<file path="src/rtl/tp_cbus_pkg.sv">
// Shared definitions for the cbus initiator: FSM state encoding and the
// cbus command encoding seen by the memory PHY/cbus arbiter.
package tp_cbus_pkg;

    // State encoding values
    localparam logic [1:0] ST_IDLE  = 2'd0;
    localparam logic [1:0] ST_REQ   = 2'd1;
    localparam logic [1:0] ST_RDATA = 2'd2;

    typedef enum logic [1:0] {
        IDLE  = ST_IDLE,
        REQ   = ST_REQ,
        RDATA = ST_RDATA
    } state_t;

    // cbus command encoding
    localparam logic CBUS_CMD_WR = 1'b0;
    localparam logic CBUS_CMD_RD = 1'b1;

endpackage

</file>
<file path="src/rtl/tp_cbus_initiator.sv">
// Config-bus initiator: takes single-word host read/write commands, holds a
// request towards the PHY/cbus arbiter until the matching grant arrives and
// returns read data captured from the memory read port.
// Optional feature macro: TP_CBUS_INIT_TIMEOUT_EN enables the ungranted-request
// timeout (abort with host_err after TO_MAX cycles without a matching grant).
module tp_cbus_initiator
    import tp_cbus_pkg::*;
#(
    parameter int DW     = 32,
    parameter int AW     = 32,
    parameter int TO_W   = 8,
    parameter int TO_MAX = 255
) (
    input  logic          clk,
    input  logic          rst_n,
    input  logic          i_host_req,
    input  logic          i_host_cmd,
    input  logic [AW-1:0] i_host_addr,
    input  logic [DW-1:0] i_host_wdata,
    output logic          o_host_ready,
    output logic          o_host_done,
    output logic          o_host_rvalid,
    output logic [DW-1:0] o_host_rdata,
    output logic          o_host_err,
    output logic          o_cbus_req,
    output logic          o_cbus_cmd,
    output logic [AW-1:0] o_cbus_addr,
    output logic [DW-1:0] o_cbus_wrdata,
    input  logic          i_cbus_waccept,
    input  logic          i_cbus_rresp,
    input  logic [DW-1:0] i_mem_rd_data
);

    state_t        r_state;
    logic          r_host_ready;
    logic          r_host_done;
    logic          r_host_rvalid;
    logic [DW-1:0] r_host_rdata;
    logic          r_cbus_req;
    logic          r_cmd;
    logic [AW-1:0] r_addr;
    logic [DW-1:0] r_wdata;

    // A TO_MAX that does not fit the counter is a configuration error; the
    // marker block makes it visible in the elaborated hierarchy.
    if (TO_MAX >= (2 ** TO_W)) begin : g_to_max_exceeds_counter
    end

`ifdef TP_CBUS_INIT_TIMEOUT_EN
    localparam logic [TO_W-1:0] LP_TO_MAX = TO_W'(TO_MAX);
    logic [TO_W-1:0] r_to_cnt;
    logic            r_host_err;
`endif

    // Request/grant FSM; every host and cbus output is a register written here.
    always_ff @(posedge clk or negedge rst_n) begin
        if (!rst_n) begin
            r_state       <= IDLE;
            r_host_ready  <= 1'b1;
            r_host_done   <= 1'b0;
            r_host_rvalid <= 1'b0;
            r_host_rdata  <= {DW{1'b0}};
            r_cbus_req    <= 1'b0;
            r_cmd         <= CBUS_CMD_WR;
            r_addr        <= {AW{1'b0}};
            r_wdata       <= {DW{1'b0}};
`ifdef TP_CBUS_INIT_TIMEOUT_EN
            r_to_cnt      <= {TO_W{1'b0}};
            r_host_err    <= 1'b0;
`endif
        end else begin
            // Completion flags are single-cycle pulses.
            r_host_done   <= 1'b0;
            r_host_rvalid <= 1'b0;
`ifdef TP_CBUS_INIT_TIMEOUT_EN
            r_host_err    <= 1'b0;
`endif
            case (r_state)
                IDLE: begin
                    if (i_host_req) begin
                        r_cmd        <= i_host_cmd;
                        r_addr       <= i_host_addr;
                        r_wdata      <= i_host_wdata;
                        r_host_ready <= 1'b0;
                        r_cbus_req   <= 1'b1;
                        r_state      <= REQ;
`ifdef TP_CBUS_INIT_TIMEOUT_EN
                        r_to_cnt     <= {TO_W{1'b0}};
`endif
                    end
                end
                REQ: begin
                    // Only a grant matching the latched command type counts;
                    // a grant on the same cycle as the limit still wins.
                    if ((r_cmd == CBUS_CMD_WR) && i_cbus_waccept) begin
                        r_cbus_req   <= 1'b0;
                        r_host_done  <= 1'b1;
                        r_host_ready <= 1'b1;
                        r_state      <= IDLE;
                    end else if ((r_cmd == CBUS_CMD_RD) && i_cbus_rresp) begin
                        r_cbus_req   <= 1'b0;
                        r_state      <= RDATA;
`ifdef TP_CBUS_INIT_TIMEOUT_EN
                    end else if (r_to_cnt == LP_TO_MAX) begin
                        r_cbus_req   <= 1'b0;
                        r_host_done  <= 1'b1;
                        r_host_err   <= 1'b1;
                        r_host_ready <= 1'b1;
                        r_state      <= IDLE;
                    end else begin
                        r_to_cnt     <= r_to_cnt + {{(TO_W-1){1'b0}}, 1'b1};
`endif
                    end
                end
                RDATA: begin
                    // Memory read port presents data one cycle after the grant.
                    r_host_rdata  <= i_mem_rd_data;
                    r_host_rvalid <= 1'b1;
                    r_host_done   <= 1'b1;
                    r_host_ready  <= 1'b1;
                    r_state       <= IDLE;
                end
                default: begin
                    r_cbus_req   <= 1'b0;
                    r_host_ready <= 1'b1;
                    r_state      <= IDLE;
                end
            endcase
        end
    end

    assign o_host_ready  = r_host_ready;
    assign o_host_done   = r_host_done;
    assign o_host_rvalid = r_host_rvalid;
    assign o_host_rdata  = r_host_rdata;
    assign o_cbus_req    = r_cbus_req;
    assign o_cbus_cmd    = r_cmd;
    assign o_cbus_addr   = r_addr;
    assign o_cbus_wrdata = r_wdata;
`ifdef TP_CBUS_INIT_TIMEOUT_EN
    assign o_host_err    = r_host_err;
`else
    assign o_host_err    = 1'b0;
`endif

endmodule

</file>
<file path="config.mk">
export PLATFORM = sky130hd
export DESIGN_NAME = tp_cbus_initiator
export DESIGN_NICKNAME = d
export VERILOG_FILES = /design/src/rtl/tp_cbus_pkg.sv /design/src/rtl/tp_cbus_initiator.sv
export SDC_FILE = /design/constraint.sdc
export NUM_CORES = 1
export LEC_CHECK = 0
export BUFFER_PORTS_ARGS = -buffer_cell sky130_fd_sc_hd__buf_2
export CORE_MARGIN = 5
export CORE_UTILIZATION = 41
export DETAILED_ROUTE_END_ITERATION = 6
export PLACE_DENSITY = 0.8
export SLEW_MARGIN = 20
export SYNTH_ARGS = -nofsm -noshare
export SYNTH_HDL_FRONTEND = slang
export SYNTH_SLANG_ARGS = --single-unit
export TNS_END_PERCENT = 100
</file>
<file path="constraint.sdc">
create_clock -name clk -period 1.7 [get_ports clk]
set_clock_uncertainty 0.1 [all_clocks]
set_input_delay 0 -clock clk [delete_from_list [all_inputs] [get_ports clk]]
set_output_delay 0 -clock clk [all_outputs]
set_load 0.01 [all_outputs]
</file>
Yosys cells after proc, flatten, opt, wreduce, memory -nomap -nowiden
Cells that the tools add are included.

operators by class
  muxes and demuxes = 14
  bitwise gates (word level) = 2
  reduce and logical (&&, ||, !) cells = 7
  equal/unequal tests = 5

operators with widths
  operator              count
  $mux W1               7
  $mux W2               3
  $reduce_and A2 Y1     3
  $ne A2 B2 Y1 const B  2
  $pmux W1 S2           2
  $pmux W2 S2           1
  $ne A3 B3 Y1 const B  1
  $pmux W1 S3           1
  $reduce_and A3 Y1     1
  $eq A2 B1 Y1 const B  1
  $eq A2 B2 Y1 const B  1
  $logic_and A1 B1 Y1   2
  $logic_not A2 Y1      1
  $not A1 Y1            2

storage, ports and cells
  word-level logic and storage cells = 37
  flip-flop bits (word level) = 103

Longest topological paths before layout
Gate-level depths: netlist (run 1).

  depth after elaboration = 4
  mapped depth = 6

Worst setup path before layout (run 1)
No wires, ideal clock.

  path type = register to register
  start point = reg r_state[1]
  end point = reg r_cbus_req, in the netlist o_cbus_req
  setup time = 0.125 ns
  path buffers = 0
  required time = 1.475 ns
  data arrival time = 1.404 ns
  slack = 0.071 ns
  cell stages (with the launch flop) = 6
  path through = dfrtp_1 > inv_1 > ha_1 > and2b_4 > a311oi_2 > mux2_2

on the way
  word-level cells in the longest chain between the ends = 3

RTL lines
  item                                            line                      RTL
  from (decl)                                     tp_cbus_initiator.sv:34   state_t r_state;
  from (signal assigned)                          tp_cbus_initiator.sv:58   r_state <= IDLE;
  from (signal assigned)                          tp_cbus_initiator.sv:86   r_state <= REQ;
  from (signal assigned)                          tp_cbus_initiator.sv:99   r_state <= IDLE;
  $eq A2 B1 Y1 (tied with other cells)            tp_cbus_initiator.sv:78   case (r_state)
  $ne A3 B3 Y1 (no line) (tied with other cells)  -
  $reduce_and A3 Y1 (no line)                     -
  to (signal assigned)                            tp_cbus_initiator.sv:85   r_cbus_req <= 1'b1;
  to (signal assigned)                            tp_cbus_initiator.sv:96   r_cbus_req <= 1'b0;
  to (signal assigned)                            tp_cbus_initiator.sv:101  r_cbus_req <= 1'b0;
  to (decl)                                       tp_cbus_initiator.sv:39   logic r_cbus_req;

Parallel ways exist; a longest one is shown, timed or not.
A chain may end at the register's enable or synchronous reset.

Worst setup path after layout (run 1)
  start point = reg r_state[0]
  end point = reg r_cbus_req, in the netlist o_cbus_req

Same word-level chain as after synthesis.

==> summary.txt, run 1 <==
Place
  • Placed inst area: 5160 um^2
  • Port-buffer cells: 202
  • DP Wirelength: 6790 um
  • Post-place setup slack: 0.0282 ns
  • Gpl congestion: 0.748

Setup path
  • Crit-path max FO: 4
  • Cell depth of the worst setup path: 5
  • Number of cells on the worst reg-to-reg path: 5
  • CP max stage delay: 0.39 ns
  • End of the critical path: o_cbus_req
  • Worst r2r src: r_state[0]
  • Reg2Reg Setup Slack: 0.06 ns
  • CP top delay family: flip-flops
  • Arrival @ worst endpoint: 1.78 ns
  • CP Buf/Inv Count: 1
  • Critical path required time: 1.84 ns
  • RR Endpoint: o_cbus_req
  • Crit. Startpoint: r_state[0]
  • Cell chain of the critical path: inv_1, ha_2, and2b_4, a311oi_2, mux2_2
  • Crit end category: register
  • Worst setup SP type: register
  • Slowest CP cell: dfrtp_1
  • Critical path type: register to register

Synth
  • FF+latch count, synth: 103
  • Post-synth cell types: 22
  • Synth Warn #: 0
  • Sequential share of the synthesized area: 0.650
  • Mapped Avg Cell Area: 16.7 um^2
  • Netlist Area Pre-Place: 3970 um^2
  • Synth Instances: 238
  • Net count after synthesis: 345

Die
  • Initial core utilization: 0.414
  • # IOs: 204
  • Die Width: 108 um
  • Die Area: 11,800 um^2
  • Row count: 36
  • Vert. Die Dim: 108 um
  • CORE AREA: 9590 um^2

Global route
  • Initial antenna violation count: 0
  • Most crowded layer after global routing: met2
  • Vias in the first global route: 3,331
  • Total grt overflow: 0
  • Met3 GRT Util: 0.0513
  • Pin count of the biggest net entering global routing: 104
  • GRT Total Usage: 0.185
  • M2 GR Usage: 0.343
  • First-pass GRT wire length: 16,800 um
  • GR met1 Demand/Resource: 0.201

Cells and area
  • Area growth, synth to finish: 60.8%
  • Fin util: 0.665
  • Design Area, Final: 6380 um^2
  • # diodes: 0
  • FF+latch area: 2580 um^2
  • Number of fillers in the final layout: 684
  • Share of cells above drive strength 1: 0.597
  • Nets: 656
  • Area of the multi-input gates: 1280 um^2

Clocking
  • Skew-Pair Late Insertion Delay: 0.34 ns
  • Reg clk slew, reported paths: 0.09 ns
  • H-tree levels: 3
  • Clock Tree Root: clkbuf_8
  • Total CTS buffers: 9
  • CTS tree: built
  • Clock sink count: 103
  • Maximum clock path buffer count: 2

Drt
  • Vias: 3,085
  • Post-route ant nets: 0
  • Drt wl/cell: 15.8 um
  • Drt pass-1 iters: 4
  • DR iter-0 viols: 99
  • DRC: 0
  • DR vias/cell: 4.49
  • WL final: 10,900 um

STA
  • Final Setup Violations: 0
  • Setup ws final: 0.0613 ns
  • Slew @ Worst Pin: 0.570 ns
  • Rel. slew slack: 0.620
  • Hold Fails Final Rpt: 0
  • Crit path time final: 1.64 ns
  • Slew Viols, Final: 0
  • Crit share post-route: 0.964
  • F_max: 610 MHz

Run status
  • Status: completed

Power and ir drop
  • Leakage: 3.11 nW
  • VDD IR max: 852 uV
  • PD cells: 1660 nW/um^2

Hold path
  • Hold Crit Class: input port to register

Job
  • Maxcap violations: 0
worst reg2reg max path: stages, from the launching register on:
cell and delay [ns]:
dfrtp_1 0.39, inv_1 0.07, ha_2 0.20, and2b_4 0.18, a311oi_2 0.23, mux2_2 0.35
logic make-up after synthesis:
family	count (synthesis)	share of synthesized area
AOI/OAI and AO/OA	8	0.0158
adders and majority gates	5	0.0158
buffers and inverters	16	0.0287
DFF	103	0.650
muxes	99	0.281
other	1	0.000945
and+or+nand+nor	6	0.00851
placed cells by master, fill, tap and decap left out:
cell	instances
ha_2	1
a311oi_2	1
dlygate4sd3_1	100
nand2_2	1
buf_12	3
nor2_1	1
nand2b_2	1
inv_6	2
o21a_1	1
bufinv_16	1
a21boi_0	1
a31oi_1	1
mux2_2	97
clkinv_4	1
conb_1	1
o21ai_0	2
dfrtp_1	102
and2b_4	1
a21o_1	1
buf_2	201
clkbuf_8	11
ha_1	4
mux2_1	2
inv_1	4
dfstp_2	1
nand2_1	2
buf_4	8
clkinvlp_4	1
a2bb2oi_1	1
area by class of cell:
type,count,share of cell area
clock buffers,11,0.0237
clock inverters,5,0.00999
inverters,4,0.00235
multi-input cells,119,0.201
flip-flops and latches,103,0.404
well taps,133,0.0261
repair buffers,312,0.333
metrics by stage:
stage          hold slack (ns)  TNS, ns  instances  power [mW]
3_5_place_dp           0.00950        0        570        8.82
6_report                0.0821        0        687        10.6
5_1_grt                  0.119  -0.0144        687        11.3
2_1_floorplan           -0.396        0        238        6.91
4_1_cts                 0.0485        0        686        10.7
3_3_place_gp           0.00177        0        570        8.59
metal layers:
metal  part of all wire  up-vias
met5                  0        -
met4              0.016        0
met3              0.078       17
met2               0.54      126
met1               0.37     1493
li1                   -     1449
how the worst min path moves through the flow:
stage / start / to / cells after the start
after floorplan: rst_n / o_cbus_addr[0] / 0
after global routing: i_cbus_rresp / o_cbus_req / 4
after CTS: i_cbus_rresp / r_state[1] / 4
after detailed placement: rst_n / o_cbus_wrdata[7] / 2
after global placement: rst_n / o_cbus_wrdata[7] / 2
final: i_cbus_rresp / r_state[1] / 4
synth_stat cells (all sizes together):
master,number,share of area
o21a,1,0.0019
inv,4,0.0038
a21boi,1,0.0019
clkbuf,1,0.00094
nand2,3,0.0028
o21ai,2,0.0025
nor2,1,0.00094
and2b,1,0.0025
a2bb2oi,1,0.0022
dfstp,1,0.0066
nand2b,1,0.0022
ha,5,0.016
a311oi,1,0.0038
a21o,1,0.0019
buf,11,0.024
conb,1,0.00094
dfrtp,102,0.64
mux2,99,0.28
a31oi,1,0.0016
power by group:
part           switching (mW)  total [mW]  internal (mW)
Clock                   0.829        1.60          0.775
Sequential              0.609        4.31           3.71
Combinational            2.12        4.66           2.53
Total                    3.56        10.6           7.01
registers in the layout (all words and copies together) (netlist names):
signal,cells
r_state,2
o_cbus_addr,32
o_cbus_wrdata,32
o_host_rdata,32
o_host_rvalid,1
o_host_ready,1
o_cbus_req,1
o_cbus_cmd,1
o_host_done,1
what timing repair did:
action                                  in CTS  in global routing
hold buffers                               100                  0
endpoints found under the setup margin       0                 16
gates resized for setup                      0                  1
hold endpoints to repair                   202                  0
buffers inserted                             0                  1
No activity file was read; power rests on OpenSTA's default activity.
==> run 2, diff against run 1 <==
clock period = 1.5 ns   (was 1.7 ns; I/O delays follow)
==> run 2 against run 1 <==
  * Clock-buffer cell count down 1
  * The flow now finishes with violations (setup timing)
  * Sequential cell count unchanged
  * Sequential share of layout area down 1.8 points
  * Clock power up 5%
  * Hold slack worse by 0.068 ns
  * Global-route usage up 1.2 points
  * Utilization up 3.0 points
  * Wire length up 12%
  * Critical path depth unchanged
  * Worst setup slack worse by 0.12 ns
==> summary.txt, run 2 (synthesis results as in run 1) <==
STA
  • Setup ws final: -0.0585 ns
  • Slew Viols, Final: 0
  • RSZ-0062 raised after global routing: true
  • Crit path time final: 1.56 ns
  • Hold WS: 0.0142 ns
  • Crit share post-route: 1.04
  • F_max: 642 MHz
  • Final Setup Violations: 62
  • Hold Fails Final Rpt: 0

Drt
  • DRC: 0
  • WL final: 12,200 um
  • Post-route ant nets: 0
  • DR iter-0 viols: 99
  • Drt wl/cell: 17.5 um
  • Vias: 3,244
  • DR vias/cell: 4.67
  • Drt pass-1 iters: 4

Run status
  • Status: finished with violations
  • Failing checks: setup timing

Setup path
  • Critical path required time: 1.64 ns
  • Arrival @ worst endpoint: 1.69 ns
  • Worst setup SP type: register
  • Cell chain of the critical path: inv_2, ha_4, nand2_4, buf_12, mux2_2
  • Slowest CP cell: dfrtp_1
  • Critical path type: register to register
  • Crit-path max FO: 21
  • Crit end category: register
  • CP max stage delay: 0.39 ns

Global route
  • Pin count of the biggest net entering global routing: 42
  • Initial antenna violation count: 0
  • GRT Total Usage: 0.197
  • M2 GR Usage: 0.370
  • GR met1 Demand/Resource: 0.193
  • First-pass GRT wire length: 17,700 um
  • Vias in the first global route: 3,653
  • Total grt overflow: 0
  • Met3 GRT Util: 0.0490
  • Most crowded layer after global routing: met2

Clocking
  • Skew-Pair Late Insertion Delay: 0.35 ns
  • H-tree levels: 3
  • Total CTS buffers: 9
  • Reg clk slew, reported paths: 0.10 ns
  • CTS tree: built
  • Maximum clock path buffer count: 2
  • Clock sink count: 103
  • Clock Tree Root: clkbuf_8

Power and ir drop
  • Total Power: 12.7 mW
  • Psw: 4.26 mW
  • Switching share of power: 0.334
  • Clock power frac: 0.132
  • Gate power share: 0.480
  • P_int: 8.48 mW
  • VDD IR max: 1020 uV
  • Sequential fraction of design power: 0.389
  • PD cells: 1910 nW/um^2
  • Leakage: 3.28 nW

Job
  • Maxcap violations: 0

Die
  • # IOs: 204
  • Vert. Die Dim: 108 um
  • Die Area: 11,800 um^2
  • Die Width: 108 um
  • CORE AREA: 9590 um^2
  • Initial core utilization: 0.414
  • Row count: 36

Cells and area
  • Area growth, synth to finish: 68.2%
  • Design Area, Final: 6680 um^2
  • Area of the multi-input gates: 1440 um^2
  • Final std cells w/o fill: 695
  • Nets: 666
  • Most frequent cells in the layout: buf_2 (201), dfrtp_1 (102), dlygate4sd3_1 (99), mux2_2 (66), mux2_4 (33)
  • Commonest non-fill, non-tap cell in the layout: buf_2
  • Share of cells above drive strength 1: 0.616
  • FF+latch area: 2580 um^2
  • Fin util: 0.696
  • # diodes: 0
  • Number of fillers in the final layout: 652

Place
  • Gpl congestion: 0.785
  • Placed inst area: 5230 um^2
  • Placed insts: 577
  • Port-buffer cells: 202
  • DP Wirelength: 7150 um

Hold path
  • Hold Crit Class: input port to asynchronous set/reset pin
[run 2: stage by stage]
stage | setup WS, ns | setup TNS, ns
floorplan | -0.0349 | -1.30
global placement | -0.0510 | -2.28
detailed placement | -0.105 | -5.35
CTS | -0.0566 | -1.73
global route | -0.123 | -6.97
finish | -0.0585 | -1.91
[run 2: metal layers]
metal | part of all wire | vias up
li1 | - | 1469
met1 | 0.35 | 1602
met2 | 0.55 | 138
met3 | 0.063 | 35
met4 | 0.036 | 0
met5 | 0 | -
[run 2: cell type report]
class,count,share of cell area
clock buffer,10,0.0206
inverter,4,0.00225
tap,133,0.0249
multi-input combinational,119,0.215
clock inverter,4,0.00712
sequential,103,0.386
timing repair buffer,322,0.344
[run 2: final timing paths]
| check | startpoint | endpoint | slack, ns | cells after the start |
|---|---|---|---|---|
| worst max-delay path | r_state[1] | o_cbus_wrdata[22] | -0.06 | 5 |
| max in group asynchronous | rst_n | o_cbus_addr[8] | 0.73 | 3 |
| worst max register to register | r_state[1] | o_cbus_wrdata[22] | -0.06 | 5 |
| worst min register to register | o_host_ready | o_host_ready | 0.40 | 2 |
| min in group clk | i_cbus_waccept | o_host_ready | 0.04 | 5 |
| worst min-delay path | rst_n | o_host_rdata[4] | 0.01 | 2 |
[run 2: power groups by stage]
stage	Combinational [mW]	Clock (mW)	Sequential, mW
floorplan	2.28	0	5.58
global placement	5.00	0	4.85
detailed placement	5.19	0	4.94
CTS	5.66	1.73	4.90
global route	6.53	1.84	5.11
finish	6.11	1.68	4.95
[run 2: worst max-delay path: cells and delay by family (launching register included)]
kind | cells | cell delay, ns
fa+ha+maj | 1 | 0.18
flops | 1 | 0.39
buf+inv | 2 | 0.27
simple gates | 1 | 0.13
mux | 1 | 0.35
[run 2: timing repair]
| item | CTS | global route |
|---|---|---|
| resized for setup | 11 | 33 |
| endpoints found under the setup margin | 97 | 96 |
| buffers inserted | 1 | 0 |
| endpoints found under the hold margin | 201 | 0 |
| cloned | 2 | 2 |
| hold buffers | 99 | 0 |
| pin swaps | 1 | 0 |
